[src/rtl/mem_access_unit_pkg.sv]
// mem_access_unit_pkg: shared defines for the MEM stage of the flowCPU_mips pipeline
//   - aluop codes for loads/stores, register bus typedefs, stall constants
//   - helper functions that decode an aluop into load/store, access size and lane data
package mem_access_unit_pkg;

   typedef logic [4:0]  RegAddrBus;
   typedef logic [31:0] RegBus;

   localparam RegBus     ZEROWORD   = 32'h0000_0000;
   localparam RegAddrBus NOPRegAddr = 5'b00000;

   localparam logic STALL   = 1'b1;
   localparam logic NOSTALL = 1'b0;

   localparam logic [7:0] EXE_LB_OP  = 8'b1110_0000;
   localparam logic [7:0] EXE_LH_OP  = 8'b1110_0001;
   localparam logic [7:0] EXE_LW_OP  = 8'b1110_0011;
   localparam logic [7:0] EXE_LBU_OP = 8'b1110_0100;
   localparam logic [7:0] EXE_LHU_OP = 8'b1110_0101;
   localparam logic [7:0] EXE_SB_OP  = 8'b1110_1000;
   localparam logic [7:0] EXE_SH_OP  = 8'b1110_1001;
   localparam logic [7:0] EXE_SW_OP  = 8'b1110_1011;

   typedef enum logic {IDLE, BUSY} mem_state_e;
   typedef enum logic [1:0] {SZ_B, SZ_H, SZ_W} acc_size_e;

   function automatic logic is_load(input logic [7:0] op);
      return op inside {EXE_LB_OP, EXE_LBU_OP, EXE_LH_OP, EXE_LHU_OP, EXE_LW_OP};
   endfunction

   function automatic logic is_store(input logic [7:0] op);
      return op inside {EXE_SB_OP, EXE_SH_OP, EXE_SW_OP};
   endfunction

   function automatic acc_size_e acc_size(input logic [7:0] op);
      return (op inside {EXE_LB_OP, EXE_LBU_OP, EXE_SB_OP}) ? SZ_B :
             (op inside {EXE_LH_OP, EXE_LHU_OP, EXE_SH_OP}) ? SZ_H : SZ_W;
   endfunction

   // Half ops only look at addr[1] and word ops ignore the lane entirely, so a
   // misaligned address silently truncates unless the caller checks this first.
   function automatic logic misaligned(input logic [7:0] op, input logic [1:0] lane);
      return acc_size(op) == SZ_H ? lane[0] : acc_size(op) == SZ_W ? |lane : 1'b0;
   endfunction

   function automatic logic [3:0] lane_sel(input logic [7:0] op, input logic [1:0] lane);
      return acc_size(op) == SZ_B ? 4'b0001 << lane :
             acc_size(op) == SZ_H ? (lane[1] ? 4'b1100 : 4'b0011) : 4'b1111;
   endfunction

   // Store data is replicated across lanes so the selected lanes carry it
   // regardless of the address.
   function automatic RegBus store_data(input logic [7:0] op, input RegBus reg2);
      return acc_size(op) == SZ_B ? {4{reg2[7:0]}} :
             acc_size(op) == SZ_H ? {2{reg2[15:0]}} : reg2;
   endfunction

endpackage

[src/rtl/mem_load_fmt.sv]
// mem_load_fmt: selects the addressed lane of load data and sign/zero extends it
//   aluop_i  load opcode (LB/LBU/LH/LHU/LW)
//   lane_i   byte lane, addr[1:0]
//   rdata_i  raw bus read data
//   data_o   formatted register write data
module mem_load_fmt
   import mem_access_unit_pkg::*;
(
   input  logic [7:0]  aluop_i,
   input  logic [1:0]  lane_i,
   input  logic [31:0] rdata_i,
   output logic [31:0] data_o
);

   logic [7:0]  byte_v;
   logic [15:0] half_v;

   always_comb begin
      byte_v = rdata_i[{lane_i, 3'b000} +: 8];
      half_v = lane_i[1] ? rdata_i[31:16] : rdata_i[15:0];
      data_o = aluop_i == EXE_LB_OP  ? {{24{byte_v[7]}}, byte_v} :
               aluop_i == EXE_LBU_OP ? {24'h0, byte_v} :
               aluop_i == EXE_LH_OP  ? {{16{half_v[15]}}, half_v} :
               aluop_i == EXE_LHU_OP ? {16'h0, half_v} : rdata_i;
   end

endmodule

[src/rtl/mem_access_unit.sv]
// mem_access_unit: MEM stage and MEM/WB latch, drives the data bus with a req/ack handshake
//   mem_*_i     EX/MEM pipeline register outputs (dest, write enable, ALU result, op, address, store data)
//   dbus_*      registered data bus request/we/addr/sel/wdata, ack and read data back
//   stall_req   combinational hold of IF..EX/MEM while an access is outstanding
//   wb_*        registered write-back destination, enable and data
//   Optional macro MEM_ALIGN_CHECK_EN adds mem_adel_o/mem_ades_o misalignment flags.
module mem_access_unit
   import mem_access_unit_pkg::*;
#(
   parameter int DBUS_AW = 32,
   parameter int DBUS_DW = 32
) (
   input  logic               clk,
   input  logic               rst,
   input  logic [4:0]         mem_wd_i,
   input  logic               mem_wreg_i,
   input  logic [31:0]        mem_wdata_i,
   input  logic [7:0]         mem_aluop_i,
   input  logic [31:0]        mem_addr_i,
   input  logic [31:0]        mem_reg2_i,
   output logic               dbus_req,
   output logic               dbus_we,
   output logic [DBUS_AW-1:0] dbus_addr,
   output logic [3:0]         dbus_sel,
   output logic [DBUS_DW-1:0] dbus_wdata,
   input  logic               dbus_ack,
   input  logic [DBUS_DW-1:0] dbus_rdata,
   output logic               stall_req,
   output logic [4:0]         wb_wd,
   output logic               wb_wreg,
   output logic [31:0]        wb_wdata
`ifdef MEM_ALIGN_CHECK_EN
   ,
   output logic               mem_adel_o,
   output logic               mem_ades_o
`endif
);

   mem_state_e state_q, state_d;

   logic ld, st, mis, go, done, busy_wait;
   logic [31:0] ld_data;

   logic               dbus_req_q, dbus_req_d;
   logic               dbus_we_q, dbus_we_d;
   logic [DBUS_AW-1:0] dbus_addr_q, dbus_addr_d;
   logic [3:0]         dbus_sel_q, dbus_sel_d;
   logic [DBUS_DW-1:0] dbus_wdata_q, dbus_wdata_d;
   logic [4:0]         wb_wd_q, wb_wd_d;
   logic               wb_wreg_q, wb_wreg_d;
   logic [31:0]        wb_wdata_q, wb_wdata_d;
   logic               adel_q, adel_d, ades_q, ades_d;

   mem_load_fmt u_fmt (
      .aluop_i (mem_aluop_i),
      .lane_i  (mem_addr_i[1:0]),
      .rdata_i (dbus_rdata),
      .data_o  (ld_data)
   );

   always_comb begin
      ld = is_load(mem_aluop_i);
      st = is_store(mem_aluop_i);
`ifdef MEM_ALIGN_CHECK_EN
      mis = (ld | st) & misaligned(mem_aluop_i, mem_addr_i[1:0]);
`else
      mis = 1'b0;
`endif
      go        = state_q == IDLE && (ld || st) && !mis;
      done      = state_q == BUSY && dbus_ack;
      busy_wait = state_q == BUSY && !dbus_ack;
   end

   always_ff @(posedge clk) begin
      if (rst) state_q <= IDLE;
      else     state_q <= state_d;
   end

   always_comb begin
      state_d = go ? BUSY : done ? IDLE : state_q;
   end

   // EX/MEM holds its outputs while stalled, so the inputs seen at ack time
   // are still those of the outstanding access.
   always_comb begin
      stall_req    = !rst && (go || busy_wait) ? STALL : NOSTALL;
      dbus_req_d   = go || busy_wait;
      dbus_we_d    = go ? st : dbus_we_q;
      dbus_addr_d  = go ? {mem_addr_i[DBUS_AW-1:2], 2'b00} : dbus_addr_q;
      dbus_sel_d   = go ? lane_sel(mem_aluop_i, mem_addr_i[1:0]) : dbus_sel_q;
      dbus_wdata_d = go ? store_data(mem_aluop_i, mem_reg2_i) : dbus_wdata_q;
      wb_wd_d      = mem_wd_i;
      wb_wreg_d    = done || (state_q == IDLE && !(ld || st)) ? mem_wreg_i : 1'b0;
      wb_wdata_d   = done && ld ? ld_data : mem_wdata_i;
      adel_d       = state_q == IDLE && mis && ld;
      ades_d       = state_q == IDLE && mis && st;
   end

   always_ff @(posedge clk) begin
      if (rst) begin
         dbus_req_q   <= 1'b0;
         dbus_we_q    <= 1'b0;
         dbus_addr_q  <= '0;
         dbus_sel_q   <= 4'b0000;
         dbus_wdata_q <= '0;
         wb_wd_q      <= NOPRegAddr;
         wb_wreg_q    <= 1'b0;
         wb_wdata_q   <= ZEROWORD;
         adel_q       <= 1'b0;
         ades_q       <= 1'b0;
      end else begin
         dbus_req_q   <= dbus_req_d;
         dbus_we_q    <= dbus_we_d;
         dbus_addr_q  <= dbus_addr_d;
         dbus_sel_q   <= dbus_sel_d;
         dbus_wdata_q <= dbus_wdata_d;
         wb_wd_q      <= wb_wd_d;
         wb_wreg_q    <= wb_wreg_d;
         wb_wdata_q   <= wb_wdata_d;
         adel_q       <= adel_d;
         ades_q       <= ades_d;
      end
   end

   assign dbus_req   = dbus_req_q;
   assign dbus_we    = dbus_we_q;
   assign dbus_addr  = dbus_addr_q;
   assign dbus_sel   = dbus_sel_q;
   assign dbus_wdata = dbus_wdata_q;
   assign wb_wd      = wb_wd_q;
   assign wb_wreg    = wb_wreg_q;
   assign wb_wdata   = wb_wdata_q;

`ifdef MEM_ALIGN_CHECK_EN
   assign mem_adel_o = adel_q;
   assign mem_ades_o = ades_q;
`else
   logic unused_flags;
   assign unused_flags = adel_q ^ ades_q;
`endif

endmodule

[config.mk]
export PLATFORM = sky130hd
export DESIGN_NAME = mem_access_unit
export DESIGN_NICKNAME = d
export VERILOG_FILES = /design/src/rtl/mem_access_unit_pkg.sv /design/src/rtl/mem_load_fmt.sv /design/src/rtl/mem_access_unit.sv
export SDC_FILE = /design/constraint.sdc
export NUM_CORES = 1
export LEC_CHECK = 0
export ABC_AREA = 1
export CAP_MARGIN = 20
export CORE_MARGIN = 3
export CORE_UTILIZATION = 49
export CTS_CLUSTER_SIZE = 8
export DETAILED_ROUTE_END_ITERATION = 7
export DONT_BUFFER_PORTS = 1
export PLACE_DENSITY = 0.66
export SLEW_MARGIN = 20
export SYNTH_ARGS = -nofsm -noshare
export SYNTH_HDL_FRONTEND = slang
export SYNTH_SLANG_ARGS = --single-unit
[constraint.sdc]
create_clock -name clk -period 1.6 [get_ports clk]
set_clock_uncertainty 0.2 [all_clocks]
set_input_delay 0.08 -clock clk [delete_from_list [all_inputs] [get_ports clk]]
set_output_delay 0.08 -clock clk [all_outputs]
set_load 0.005 [all_outputs]
Word-level counts from Yosys, hierarchy flattened. Cells that the tools add are included. Widths: inputs -> output; s select.

Bitwise logic cells: 2. Multiplexer cells: 16. Equality and inequality tests: 9. Shift operators: 2. Reduce and logical (&&, ||, !) cells: 19.

Operator list (number): $mux 32 (7); $eq 8x8->1 const B (8); $shiftx 32x6->8 (1); $mux 16 (1); $mux 4 (3); $reduce_bool 3->1 (3); $logic_and 1x1->1 (6); $reduce_bool 5->1 (1); $mux 2 (2); $shl 1x2->4 const A (1); $logic_not 1->1 (3); $logic_or 1x1->1 (3); $mux 1 (3); $eq 2x1->1 const B (1); $logic_not 2->1 (1); $not 1->1 (2); $reduce_bool 2->1 (1); $reduce_or 2->1 (1).

Register bits after elaboration: 107. Word-level logic and storage cells: 57. Output and inout bits: 109. Input port bits: 145.

Logic depth before layout (Yosys ltp).
Depth in word-level cells: 8. Mapped depth: 14. Gate-level depth less buffers: 12.

Hierarchy. Synthesis repeated with hierarchy kept, for this count alone.

Cells, all modules: 1000. Area total of the unflattened synthesis: 5983.2 um^2.

Modules (own cells, without submodules): mem_access_unit (seq. area each 2142.1 um^2, times used 1, area each 4719.5 um^2, cells each 719); mem_load_fmt (seq. area each 0.0 um^2, times used 1, area each 1263.7 um^2, cells each 281).

Least setup slack after synthesis. Ideal clock, no wire load.

Kind: input -> register. Start: input port mem_aluop_i[4]. End: register dbus_addr_q[21] (netlist: dbus_addr[21]). Data arrival time: 1277 ps. Path buffers: 2. Required time: 1284 ps. Stages on the path: 12. Setup time: 116 ps. Path slack: 7 ps. Path through: inv_2 -> nand2_1 -> nor2_4 -> nand3_2 -> nand2_4 -> nor2_4 -> nand2_1 -> nand2_1 -> buf_4 -> buf_2 -> o21ai_0 -> nor2_1.

Cells in the longest elaborated chain, start to end: 4. Elaborated cells on any way between the ends: 12. Classes of those cells: 8 x eq/ne; 4 x reduce/logical.

RTL lines: start: declaration (line mem_access_unit.sv:18) `input logic [7:0] mem_aluop_i,`; $eq 8x8->1, on equally long branches (line mem_access_unit_pkg.sv:28, mem_access_unit_pkg.sv:32); $reduce_bool 5->1 or $reduce_bool 3->1 (tied branches) (line mem_access_unit_pkg.sv:28, mem_access_unit_pkg.sv:32); $logic_or 1x1->1 * (line mem_access_unit.sv:69) `go = state_q == IDLE && (ld || st) && !mis;`; $logic_and 1x1->1 * (line mem_access_unit.sv:69); end signal: assignment (line mem_access_unit.sv:114) `dbus_addr_q <= dbus_addr_d;`; end: declaration (line mem_access_unit.sv:46) `logic [DBUS_AW-1:0] dbus_addr_q, dbus_addr_d;`.

Every way passes the cells marked *; elsewhere a longest branch is shown, timed or not. A chain may end at the register's enable or synchronous reset.

Final worst setup path.
Start: register state_q. End: register wb_wdata_q[9] (netlist: wb_wdata[9]).

Cells in the longest elaborated chain, start to end: 3.

RTL lines: start: declaration (line mem_access_unit.sv:39) `mem_state_e state_q, state_d;`; start signal: assignment (line mem_access_unit.sv:76) `else state_q <= state_d;`; $logic_and 1x1->1 (line mem_access_unit.sv:70) `done = state_q == BUSY && dbus_ack;`; $logic_and 1x1->1 (line mem_access_unit.sv:94) `wb_wdata_d = done && ld ? ld_data : mem_wdata_i;`; $mux 32 (line mem_access_unit.sv:94); end signal: assignment (line mem_access_unit.sv:119) `wb_wdata_q <= wb_wdata_d;`; end: declaration (line mem_access_unit.sv:51) `logic [31:0] wb_wdata_q, wb_wdata_d;`.

No other way between the ends.

==> results.py <==
metrics = {
    "outcome": {
        "run_status": "complete, but fails checks",
        "violated_checks": "hold timing",
    },
    "routing": {
        "vias_per_cell": 5.31,
        "routed_wire_length_per_instance_um": 16.7,
        "detailedRoute.firstPassIterationCount": 6,
        "drc": 0,
        "detail-route-antenna-nets": 0,
        "via_count": 5591,
        "postRouteWirelength_um": 17600,
        "first_iter_violations": 493,
    },
    "power": {
        "post-layout-total-power_mw": 5.20,
        "leakage_nw": 3.15,
        "pwr_density_cell_nw_per_um2": 748,
        "ir_worst_vdd_mv": 0.598,
    },
    "global_routing": {
        "grt_remaining_overflow": 0,
        "pin_count_of_the_biggest_net_entering_global_routing": 77,
        "grt_pass1_wl_um": 27300,
        "grt_pass1_vias": 5660,
        "grt_use_total_pct": 29.5,
        "antenna_found_initial": 0,
    },
    "die": {
        "floorplan.io_pins": 254,
        "coreArea_um2": 9910,
        "start_util_pct": 51.1,
        "floorplan.rows": 36,
        "fp.dieH_um": 108,
        "die-area_um2": 11600,
        "die-width_um": 108,
    },
    "placed_design": {
        "place.port_buffers": 0,
        "globalplace.congestion": 0.892,
        "dp.final_hpwl_um": 11300,
        "placed_cells": 894,
    },
    "hold_path": {
        "hold_class": "primary input to register",
        "hold_path_startpoint": "mem_aluop_i[2]",
    },
    "timing": {
        "setup_viol": 0,
        "post-route-min-period_ns": 1.50,
        "rsz0062_at_grt": "false",
        "report.final.hold_viol_count": 29,
        "final-max-slew-violation-count": 0,
        "worst_hold_slack_ns": -0.217,
        "fmax_achieved_mhz": 668,
        "fin_crit_share_pct": 93.6,
    },
    "yosys": {
        "area_fraction_in_and_or_nand_and_nor_cells_after_synthesis_pct": 33.3,
        "synthMuxAreaShare_pct": 0,
        "post_syn_instances": 765,
        "ys_seq_area_share_pct": 42.3,
        "post_synth_fa_ha_maj_area_fraction_pct": 0,
        "synthesis.area_um2": 5060,
        "syn-mean-instance-area_um2": 6.61,
        "synth_compound_gate_area_share_pct": 15.4,
        "synth_xor_area_share_pct": 0,
        "yosys_warnings": 0,
        "synth_top_family_by_area": "simple AND/OR/NAND/NOR gates",
        "ys_ff_latch": 107,
        "post_synth_num_cell_types": 30,
    },
    "final_layout": {
        "final_core_util_pct": 70.2,
        "drive_gt1_share_pct": 9.04,
        "area_delta_synth_final_pct": 37.6,
        "fillerInstances": 772,
        "number_of_nets_in_the_final_layout": 1059,
        "finish.cell_count_without_fillers": 1052,
        "register_area_um2": 2140,
        "multi_input_area_um2": 2480,
    },
    "flow_run": {
        "max_cap_viol_count": 0,
    },
    "setup_path": {
        "critical-path-top-delay-family": "simple AND/OR/NAND/NOR gates",
        "cp_max_stage_delay_ns": 0.35,
        "cp_slowest_cell": "dfxtp_1",
        "timing.critical_path.fanout_max": 4,
        "setup.worst_path.class": "register to register",
        "setup.worst_path.start": "state_q$_SDFFE_PP0P_",
        "worstPathCellList": "nand2_1 -> o21bai_4 -> nor2_4 -> buf_4 -> o21ai_1 -> nand2_1 -> inv_1",
        "crit_path_end_kind": "register",
        "critical_path_arrival_ns": 1.56,
        "worst_r2r_startpoint": "state_q$_SDFFE_PP0P_",
        "path_common_cell": "nand2_1",
        "critical_path_buf_inv_count": 2,
        "required_ns": 1.66,
        "start_kind": "register",
    },
    "clock_tree": {
        "clk_latency_ns": 0.35,
        "h_tree_level_count": 3,
        "clk_path_buf_depth": 2,
        "cts.sinks": 107,
        "clkSlewWorstSetupHoldPaths_ns": 0.10,
        "clock-root-buffer": "clkbuf_8",
        "clock_tree_from_tritoncts": "yes",
        "numCtsBuffers": 9,
    },
}
-- final timing paths --
path / to / cells after the start / slack [ns]
setup / recovery: wb_wdata[9]$_SDFF_PP0_ / 7 / 0.10
hold / removal: dbus_we$_SDFFE_PP0P_ / 3 / -0.22
setup reg to reg: wb_wdata[9]$_SDFF_PP0_ / 7 / 0.10
hold reg to reg: dbus_wdata[17]$_SDFFE_PP0P_ / 2 / 0.30
-- synthesized netlist by cell type (all sizes together) --
library cell  number  area share (%)
nand2            188              15
nor2             186              15
dfxtp            107              42
o21ai             95             9.5
inv               56             4.2
a21oi             43             4.3
nand3             28             2.9
buf               23             3.3
clkbuf            19             1.4
o22ai              6            0.74
nor3               5            0.59
and2               3            0.37
o211ai             2            0.40
a211oi             1            0.15
conb               1           0.074
nand4              1            0.12
o21bai             1            0.37
-- report_power, final --
part	internal [mW]	switching (mW)
registers	2.76	0.0711
logic	0.400	0.374
clock network	0.721	0.877
-- per-layer routing --
layer  GRT usage (%)  vias to the layer above  share of wire [%]
met1            33.4                     2501                 38
met4            12.2                        0                3.3
met2            51.8                      330                 49
li1                -                     2702                  -
met5               0                        -                  0
met3            8.46                       58                9.5
-- placed cells by master, fill, tap and decap left out, types with 2 or more instances in the layout --
| master | netlist | layout |
|---|---|---|
| nand2_4 | 3 | 3 |
| buf_12 | 0 | 6 |
| nand3_1 | 27 | 27 |
| clkinv_4 | 0 | 2 |
| conb_1 | 1 | 2 |
| nand2_2 | 5 | 6 |
| inv_2 | 8 | 10 |
| dfxtp_1 | 107 | 107 |
| dlygate4sd3_1 | 0 | 141 |
| nand2_1 | 180 | 179 |
| o21ai_2 | 1 | 2 |
| nor2_4 | 4 | 4 |
| and2_1 | 3 | 3 |
| buf_4 | 7 | 32 |
| o21ai_0 | 59 | 59 |
| clkbuf_1 | 19 | 2 |
| nor3_1 | 4 | 4 |
| o22ai_1 | 6 | 6 |
| nor2_1 | 181 | 180 |
| o21ai_1 | 35 | 34 |
| clkbuf_8 | 0 | 9 |
| a21oi_1 | 43 | 42 |
| inv_1 | 48 | 46 |
-- layout make-up --
cell class / count / area share, %
Inverter: 56 / 3.02
Multi-Input combinational cell: 561 / 35.7
Tap cell: 133 / 2.39
Clock buffer: 11 / 1.89
Timing Repair Buffer: 179 / 25.5
Sequential cell: 107 / 30.8
Antenna cell: 1 / 0.0360
Clock inverter: 4 / 0.755
-- timing repair --
| action | CTS | global route |
|---|---|---|
| buffers inserted | 0 | 0 |
| setup endpoints to repair | 1 | 24 |
| pin swaps | 0 | 1 |
| endpoints found under the hold margin | 107 | 30 |
| hold buffers | 140 | 3 |
| resized for setup | 1 | 3 |
| gates cloned | 0 | 0 |
-- sequential cells by signal (all words and copies together) (netlist names) --
signal,flops
dbus_sel,4
wb_wdata,32
dbus_addr,30
wb_wreg,1
state_q,1
dbus_wdata,32
dbus_req,1
dbus_we,1
wb_wd,5
-- per-stage QoR --
| stage | hold WS (ns) | setup TNS (ns) | setup slack, ns | area [um^2] |
|---|---|---|---|---|
| after global routing | -0.218 | 0 | 0.00186 | 6960 |
| after global placement | -0.0463 | 0 | 0.0250 | 5330 |
| final | -0.217 | 0 | 0.102 | 6960 |
| after detailed placement | -0.0449 | -0.459 | -0.0465 | 5330 |
| after floorplan | -0.0130 | 0 | 0.00746 | 5060 |
| after CTS | -0.242 | 0 | 0.00278 | 6930 |
-- worst min-delay path, delay by kind of cell --
family	cells	cell delay, ns
AND/OR/NAND/NOR	1	0.10
AO/OA/AOI/OAI	2	0.11
-- logic make-up (layout without fill, tap and decap cells) --
| family | Yosys count | after routing |
|---|---|---|
| AND/OR/NAND/NOR | 411 | 411 |
| flip-flops | 107 | 107 |
| other | 1 | 3 |
| AO/OA/AOI/OAI | 148 | 148 |
| buffers and inverters | 98 | 250 |
Power figures use the tool's default switching activity.
